`config.mk`:
```
export PLATFORM = sky130hd
export DESIGN_NAME = mm_cmd_arbiter
export DESIGN_NICKNAME = d
export VERILOG_FILES = /design/src/rtl/mm_pkg.sv /design/src/rtl/mm_rr_arbiter.sv /design/src/rtl/mm_cmd_arbiter.sv
export SDC_FILE = /design/constraint.sdc
export NUM_CORES = 1
export LEC_CHECK = 0
export ABC_AREA = 1
export CORE_UTILIZATION = 30
export CTS_BUF_LIST = sky130_fd_sc_hd__clkbuf_4
export CTS_CLUSTER_DIAMETER = 30
export DETAILED_ROUTE_END_ITERATION = 8
export PLACE_DENSITY = 0.61
export SLEW_MARGIN = 10
export SYNTH_ARGS = -nofsm -noshare
export SYNTH_HDL_FRONTEND = slang
export SYNTH_SLANG_ARGS = --single-unit
```
`constraint.sdc`:
```
create_clock -name clock -period 3.29 [get_ports clock]
set_input_delay 0.329 -clock clock [delete_from_list [all_inputs] [get_ports clock]]
set_output_delay 0.329 -clock clock [all_outputs]
set_load 0.005 [all_outputs]
```
`src/rtl/mm_pkg.sv`:
```
// ---------------------------------------------------------------------------
// mm_pkg
// Definitions shared by the management-module command arbiter:
//   - mmState_t : command FSM state encoding
//   - OP_*      : management-module operational state codes (mm_op_state)
//   - TPM_CC_*  : TPM command codes issued through the arbiter
//   - TPM_RC_*  : TPM response codes returned by the management module
//   - rrNext()  : round-robin pointer increment with wrap
// ---------------------------------------------------------------------------
package mm_pkg;

  typedef enum logic [2:0] {
    ST_IDLE    = 3'd0,
    ST_LOAD    = 3'd1,
    ST_START   = 3'd2,
    ST_WAIT    = 3'd3,
    ST_CAPTURE = 3'd4
  } mmState_t;

  localparam logic [2:0] OP_POWER_OFF      = 3'b000;
  localparam logic [2:0] OP_INITIALIZATION = 3'b001;
  localparam logic [2:0] OP_STARTUP        = 3'b010;
  localparam logic [2:0] OP_OPERATIONAL    = 3'b011;
  localparam logic [2:0] OP_SELF_TEST      = 3'b100;
  localparam logic [2:0] OP_FAILURE        = 3'b101;
  localparam logic [2:0] OP_SHUTDOWN       = 3'b110;

  localparam logic [31:0] TPM_CC_SELFTEST = 32'h0000_0143;
  localparam logic [31:0] TPM_CC_STARTUP  = 32'h0000_0144;
  localparam logic [31:0] TPM_CC_SHUTDOWN = 32'h0000_0145;

  localparam logic [31:0] TPM_RC_SUCCESS    = 32'h0000_0000;
  localparam logic [31:0] TPM_RC_INITIALIZE = 32'h0000_0100;
  localparam logic [31:0] TPM_RC_FAILURE    = 32'h0000_0101;

  // Next round-robin start position after granting idx, wrapping at n.
  function automatic int rrNext(input int idx, input int n);
    return (idx >= n - 1) ? 0 : idx + 1;
  endfunction

endpackage

```
`src/rtl/mm_rr_arbiter.sv`:
```
// ---------------------------------------------------------------------------
// mm_rr_arbiter
// Combinational round-robin selector. Searches req starting at rrPtr and
// wrapping, and returns the first set requester.
// Ports:
//   req      in  NUM_REQ : request vector
//   rrPtr    in  IDXW    : index searched first
//   grant    out NUM_REQ : one-hot grant (all zero when req is zero)
//   grantIdx out IDXW    : index of the granted requester
// ---------------------------------------------------------------------------
module mm_rr_arbiter #(
  parameter int NUM_REQ = 4,
  parameter int IDXW    = 2
) (
  input  logic [NUM_REQ-1:0] req,
  input  logic [IDXW-1:0]    rrPtr,
  output logic [NUM_REQ-1:0] grant,
  output logic [IDXW-1:0]    grantIdx
);

  // NOTE: every output gets a default before the search loop; otherwise a
  // path with no winner would leave it unassigned and infer a latch.
  always_comb begin
    logic found;
    int   idx;
    grant    = '0;
    grantIdx = '0;
    found    = 1'b0;
    idx      = 0;
    for (int k = 0; k < NUM_REQ; k++) begin
      idx = int'(rrPtr) + k;
      if (idx >= NUM_REQ) idx = idx - NUM_REQ;
      if (!found && req[idx]) begin
        found      = 1'b1;
        grant[idx] = 1'b1;
        grantIdx   = IDXW'(idx);
      end
    end
  end

endmodule

```
`src/rtl/mm_cmd_arbiter.sv`:
```
// ---------------------------------------------------------------------------
// mm_cmd_arbiter
// Arbitrates TPM commands from NUM_REQ requesters onto a single management
// module command port. One command is in flight at a time:
//   IDLE -> LOAD -> START (keyStart low) -> WAIT -> CAPTURE (done) -> IDLE
// Requester index i is TPM locality i.
//
// Parameters:
//   NUM_REQ   : number of requesters
//   RESP_WAIT : wait-counter terminal count before capture (legal 1..15)
// Ports:
//   clock, reset_n             : clock, async active-low reset
//   req        in  NUM_REQ     : level requests, held until done
//   req_cc     in  NUM_REQ*32  : per-requester command code
//   req_param  in  NUM_REQ*33  : per-requester command parameters
//   done       out NUM_REQ     : one-cycle completion pulse to the grantee
//   rsp_rc     out 32          : captured response code (held)
//   busy       out 1           : high whenever not IDLE
//   mm_keyStart_n out 1        : active-low start strobe
//   mm_tpm_cc  out 32          : command code to management module
//   mm_cmd_param out 33        : command parameters to management module
//   mm_locality out 8          : locality of the granted requester
//   mm_tpm_rc  in  32          : response code from management module
//   mm_op_state in 3           : management module operational state
//
// Build option: MM_ARB_LOC4_PRIORITY_EN -- with NUM_REQ >= 5, requester 4
// preempts round-robin whenever it requests, and its grants do not move the
// round-robin pointer.
// ---------------------------------------------------------------------------
module mm_cmd_arbiter
  import mm_pkg::*;
#(
  parameter int NUM_REQ   = 4,
  parameter int RESP_WAIT = 2
) (
  input  logic                  clock,
  input  logic                  reset_n,
  input  logic [NUM_REQ-1:0]    req,
  input  logic [NUM_REQ*32-1:0] req_cc,
  input  logic [NUM_REQ*33-1:0] req_param,
  output logic [NUM_REQ-1:0]    done,
  output logic [31:0]           rsp_rc,
  output logic                  busy,
  output logic                  mm_keyStart_n,
  output logic [31:0]           mm_tpm_cc,
  output logic [32:0]           mm_cmd_param,
  output logic [7:0]            mm_locality,
  input  logic [31:0]           mm_tpm_rc,
  input  logic [2:0]            mm_op_state
);

  localparam int IDXW = (NUM_REQ > 1) ? $clog2(NUM_REQ) : 1;

  mmState_t           state;
  logic [IDXW-1:0]    rrPtr;
  logic [3:0]         waitCnt;
  logic [31:0]        latCc;
  logic [32:0]        latParam;
  logic [IDXW-1:0]    latIdx;
  logic [NUM_REQ-1:0] latGrant;

  logic [NUM_REQ-1:0] arbGrant;
  logic [IDXW-1:0]    arbIdx;
  logic               loc4Req;
  logic [NUM_REQ-1:0] selGrant;
  logic [IDXW-1:0]    selIdx;

  mm_rr_arbiter #(
    .NUM_REQ (NUM_REQ),
    .IDXW    (IDXW)
  ) u_rr (
    .req      (req),
    .rrPtr    (rrPtr),
    .grant    (arbGrant),
    .grantIdx (arbIdx)
  );

`ifdef MM_ARB_LOC4_PRIORITY_EN
  if (NUM_REQ >= 5) begin : g_loc4
    assign loc4Req = req[4];
  end else begin : g_noLoc4
    assign loc4Req = 1'b0;
  end
`else
  assign loc4Req = 1'b0;
`endif

  // Locality 4 override sits in front of the round-robin result.
  always_comb begin
    selGrant = arbGrant;
    selIdx   = arbIdx;
    if (loc4Req) begin
      selGrant = NUM_REQ'(1) << 4;
      selIdx   = IDXW'(4);
    end
  end

  // NOTE: sequential state uses non-blocking assignments so every register
  // samples pre-edge values; blocking here would create order-dependent races.
  // NOTE: the latched command registers are reset as well, so nothing in the
  // datapath is ever X after reset even though they are rewritten per grant.
  always_ff @(posedge clock or negedge reset_n) begin
    if (!reset_n) begin
      state         <= ST_IDLE;
      rrPtr         <= '0;
      waitCnt       <= '0;
      latCc         <= '0;
      latParam      <= '0;
      latIdx        <= '0;
      latGrant      <= '0;
      done          <= '0;
      busy          <= 1'b0;
      mm_keyStart_n <= 1'b1;
      mm_tpm_cc     <= '0;
      mm_cmd_param  <= '0;
      mm_locality   <= '0;
      rsp_rc        <= '0;
    end else begin
      case (state)
        ST_IDLE: begin
          done <= '0;
          if (|req) begin
            latCc    <= req_cc[int'(selIdx)*32 +: 32];
            latParam <= req_param[int'(selIdx)*33 +: 33];
            latIdx   <= selIdx;
            latGrant <= selGrant;
            if (!loc4Req) rrPtr <= IDXW'(rrNext(int'(selIdx), NUM_REQ));
            busy     <= 1'b1;
            state    <= ST_LOAD;
          end
        end
        ST_LOAD: begin
          mm_tpm_cc    <= latCc;
          mm_cmd_param <= latParam;
          mm_locality  <= 8'(latIdx);
          state        <= ST_START;
        end
        ST_START: begin
          mm_keyStart_n <= 1'b0;
          waitCnt       <= '0;
          state         <= ST_WAIT;
        end
        ST_WAIT: begin
          mm_keyStart_n <= 1'b1;
          // Terminal count lands the capture so done appears RESP_WAIT+3
          // cycles after the grant edge.
          if (waitCnt == 4'(RESP_WAIT)) begin
            rsp_rc <= mm_tpm_rc;
            done   <= latGrant;
            state  <= ST_CAPTURE;
          end else begin
            waitCnt <= waitCnt + 4'd1;
          end
        end
        ST_CAPTURE: begin
          done    <= '0;
          busy    <= 1'b0;
          waitCnt <= '0;
          state   <= ST_IDLE;
        end
        default: begin
          done          <= '0;
          busy          <= 1'b0;
          mm_keyStart_n <= 1'b1;
          state         <= ST_IDLE;
        end
      endcase
    end
  end

  // The management module only reports the seven defined operational states;
  // commands are issued in every one of them, including failure mode.
  opStateLegal: assert property (@(posedge clock) disable iff (!reset_n)
                                 mm_op_state <= OP_SHUTDOWN);

endmodule

```
==> flow_summary.json <==
{
  "status": "complete, no violations",
  "synth_common_cells": "nand2_1, inv_1, nand3_1",
  "clk_pin_slew_ns": 0.18,
  "grt_pass1_vias": 10000,
  "gp_congestion": 0.824,
  "fin_setup_tns_ns": 0,
  "hold_viol_final": 0,
  "vias": 10500,
  "p_leak_nw": 8.21,
  "powerDensity_nw_per_um2": 1010,
  "end_kind": "register",
  "worstPathArrival_ns": 3.45,
  "yosys_warnings": 0,
  "wl_per_cell_um": 15.0,
  "power.ir.vdd_worst_v": 0.00122,
  "cts_htree_levels": 4,
  "netlist_instances": 1501,
  "post_cts_buffers": 0,
  "dieWidth_um": 192,
  "critPathLaunchType": "register",
  "die_h_um": 192,
  "drcViolationCount": 0,
  "ys_ff_latch": 185,
  "r2r-start": "rrPtr[1]$_DFFE_PN0P_",
  "fp.dieArea_um2": 36800,
  "synth_edf_count": 0,
  "nNetsFinal": 2168,
  "grt-ovfl-total": 0,
  "slew_headroom_pct": 42.3,
  "drt-total-wl_um": 35000,
  "synthFlopType": "dfrtp_1",
  "io_pins": 412,
  "synthTopCellsByArea": "dfrtp_1, nand2_1, nand3_1, inv_1, mux2_2",
  "grt_pass1_wl_um": 53800,
  "min_period_ns": 2.99,
  "placed_cells": 2298,
  "synth_cell_types": 32,
  "clock_sinks": 185,
  "rows": 69,
  "min_path_cells": 3,
  "holdCritStartpoint": "mm_tpm_rc[15]",
  "grt_max_degree": 131,
  "tightest_slew_ns": 0.865,
  "syn_area_um2": 10800,
  "core_area_um2": 35500,
  "fmax_mhz": 335,
  "rsz0062_at_grt": "no",
  "syn2layout_area_growth_pct": 43.7,
  "reg2reg_depth": 15,
  "yosysTopAreaCell": "dfrtp_1",
  "drv_cap": 0,
  "antenna_found_initial": 1,
  "dp.final_hpwl_um": 24800,
  "cts_buffers": 17,
  "async_flop_share_pct": 100,
  "finClkSkew_ns": 0.0225,
  "hold_path_class": "in2reg",
  "start_util_pct": 30.4,
  "critical_path_required_ns": 3.75,
  "drt_first_pass_iters": 5,
  "postRouteAntennaNets": 0,
  "pre_cts_slack_ns": 0.219,
  "cts_tree": "yes",
  "drt_iter0_drc": 386,
  "final_cells": 2333,
  "vias_per_cell": 4.49,
  "cp-startpoint": "rrPtr[1]$_DFFE_PN0P_",
  "synth_most_common_cell": "nand2_1",
  "synth_seq_area_share_pct": 42.9,
  "drive_gt1_share_pct": 7.59,
  "io_buffers": 402,
  "grt_usage_pct": 18.9,
  "clockBufferDepth": 2,
  "syn_area_per_cell_um2": 7.20,
  "drv_slew": 0,
  "cts-root-buf": "clkbuf_4",
  "setup_ws_ns": 0.302,
  "min_period_over_period_pct": 90.8,
  "finalSetupViolations": 0,
  "crit_path_max_fanout": 130,
  "clk_latency_ns": 0.58,
  "synth.top_cell.area_share_pct": 42.6,
  "fillCellCount": 3612,
  "path_class": "reg2reg"
}
## metal layers
metal	vias to the layer above	routed length, µm	track usage (%)
met5	-	0	0
met4	0	341	4.37
met3	21	2800	5.06
met2	362	16900	32.3
met1	4822	14900	23.4
li1	5274	-	-
## through the flow
step | hold WS [ns] | instance area (µm²) | power, mW | util [%]
floorplan | 0.0334 | 10800 | 10.8 | -
global placement | 0.435 | 15200 | 14.4 | 42.9
detailed placement | 0.437 | 15200 | 14.6 | 42.9
CTS | 0.176 | 15500 | 16.0 | 43.7
global route | 0.200 | 15500 | 17.3 | 43.7
finish | 0.260 | 15500 | 15.7 | 43.8
## critical path, cell delays in order, from the launching register on
cell	delay [ns]
dfrtp_1	0.53
inv_2	0.14
ha_1	0.37
inv_1	0.10
nand3_1	0.09
nand2_2	0.14
inv_2	0.08
nor2_8	0.14
nand2_2	0.08
nand2_4	0.10
buf_12	0.44
nand3_1	0.14
nand3_1	0.17
nand2_1	0.11
nand2_1	0.07
nand2_1	0.05
## path summary, 6_finish.rpt
path	endpoint	slack, ns
worst max-delay path	latParam[1]$_DFFE_PN0P_	0.30
worst min-delay path	rsp_rc[15]$_DFFE_PN0P_	0.26
worst max register to register	latParam[1]$_DFFE_PN0P_	0.30
worst min register to register	latCc[1]$_DFFE_PN0P_	0.49
max in group asynchronous	mm_cmd_param[13]$_DFFE_PN0P_	1.96
min in group asynchronous	rsp_rc[14]$_DFFE_PN0P_	0.30
## cells in the final DEF, fill, tap and decap left out, drive strengths merged, types with 4 or more instances in the layout
cell           count
nand2            537
clkdlybuf4s50    401
inv              292
nand3            277
dfrtp            184
mux2              66
buf               20
clkbuf            19
nor2              12
o21ai             12
ha                10
conb               6
nand4              6
clkinv             6
a21oi              5
a22oi              4
a41oi              4
## area by class of cell
| cell class | count | area, µm² | area share (%) |
|---|---|---|---|
| diodes | 2 | 5.00 | 0.0322 |
| multi-input cells | 944 | 4670 | 30.1 |
| inverters | 286 | 1080 | 6.97 |
| flip-flops and latches | 185 | 4630 | 29.8 |
| clock inverters | 14 | 163 | 1.05 |
| well taps | 461 | 577 | 3.72 |
| clock buffers | 18 | 135 | 0.870 |
| repair buffers | 423 | 4260 | 27.5 |
## cell families (layout without fill, tap and decap cells)
family          Yosys count  count (layout)  synth area share, %
compound gates           28              28                 1.59
other cells               1               8               0.0347
fa+ha+maj                10              10                 1.16
simple gates            834             834                 33.1
mux                      66              66                 6.88
flops                   185             185                 42.9
buf+inv                 377             741                 14.4
## flip-flops by register name, summed over array words and instances, names as in the netlist
name           cells
latParam          33
mm_cmd_param      33
latCc             32
mm_tpm_cc         32
rsp_rc            32
done               4
latGrant           4
waitCnt            4
state              3
latIdx             2
mm_locality        2
rrPtr              2
busy               1
mm_keyStart_n      1
## power by group
group | switching, mW | total [mW] | internal, mW
Combinational | 6.19 | 10.4 | 4.25
Sequential | 0.583 | 3.94 | 3.36
Clock | 0.873 | 1.36 | 0.485
## what timing repair did
action	4_1_cts	5_1_grt
hold endpoints to repair	80	0
endpoints found under the setup margin	0	19
resized for setup	0	2
hold buffers	1	0
(Power assumes the default switching activity.)
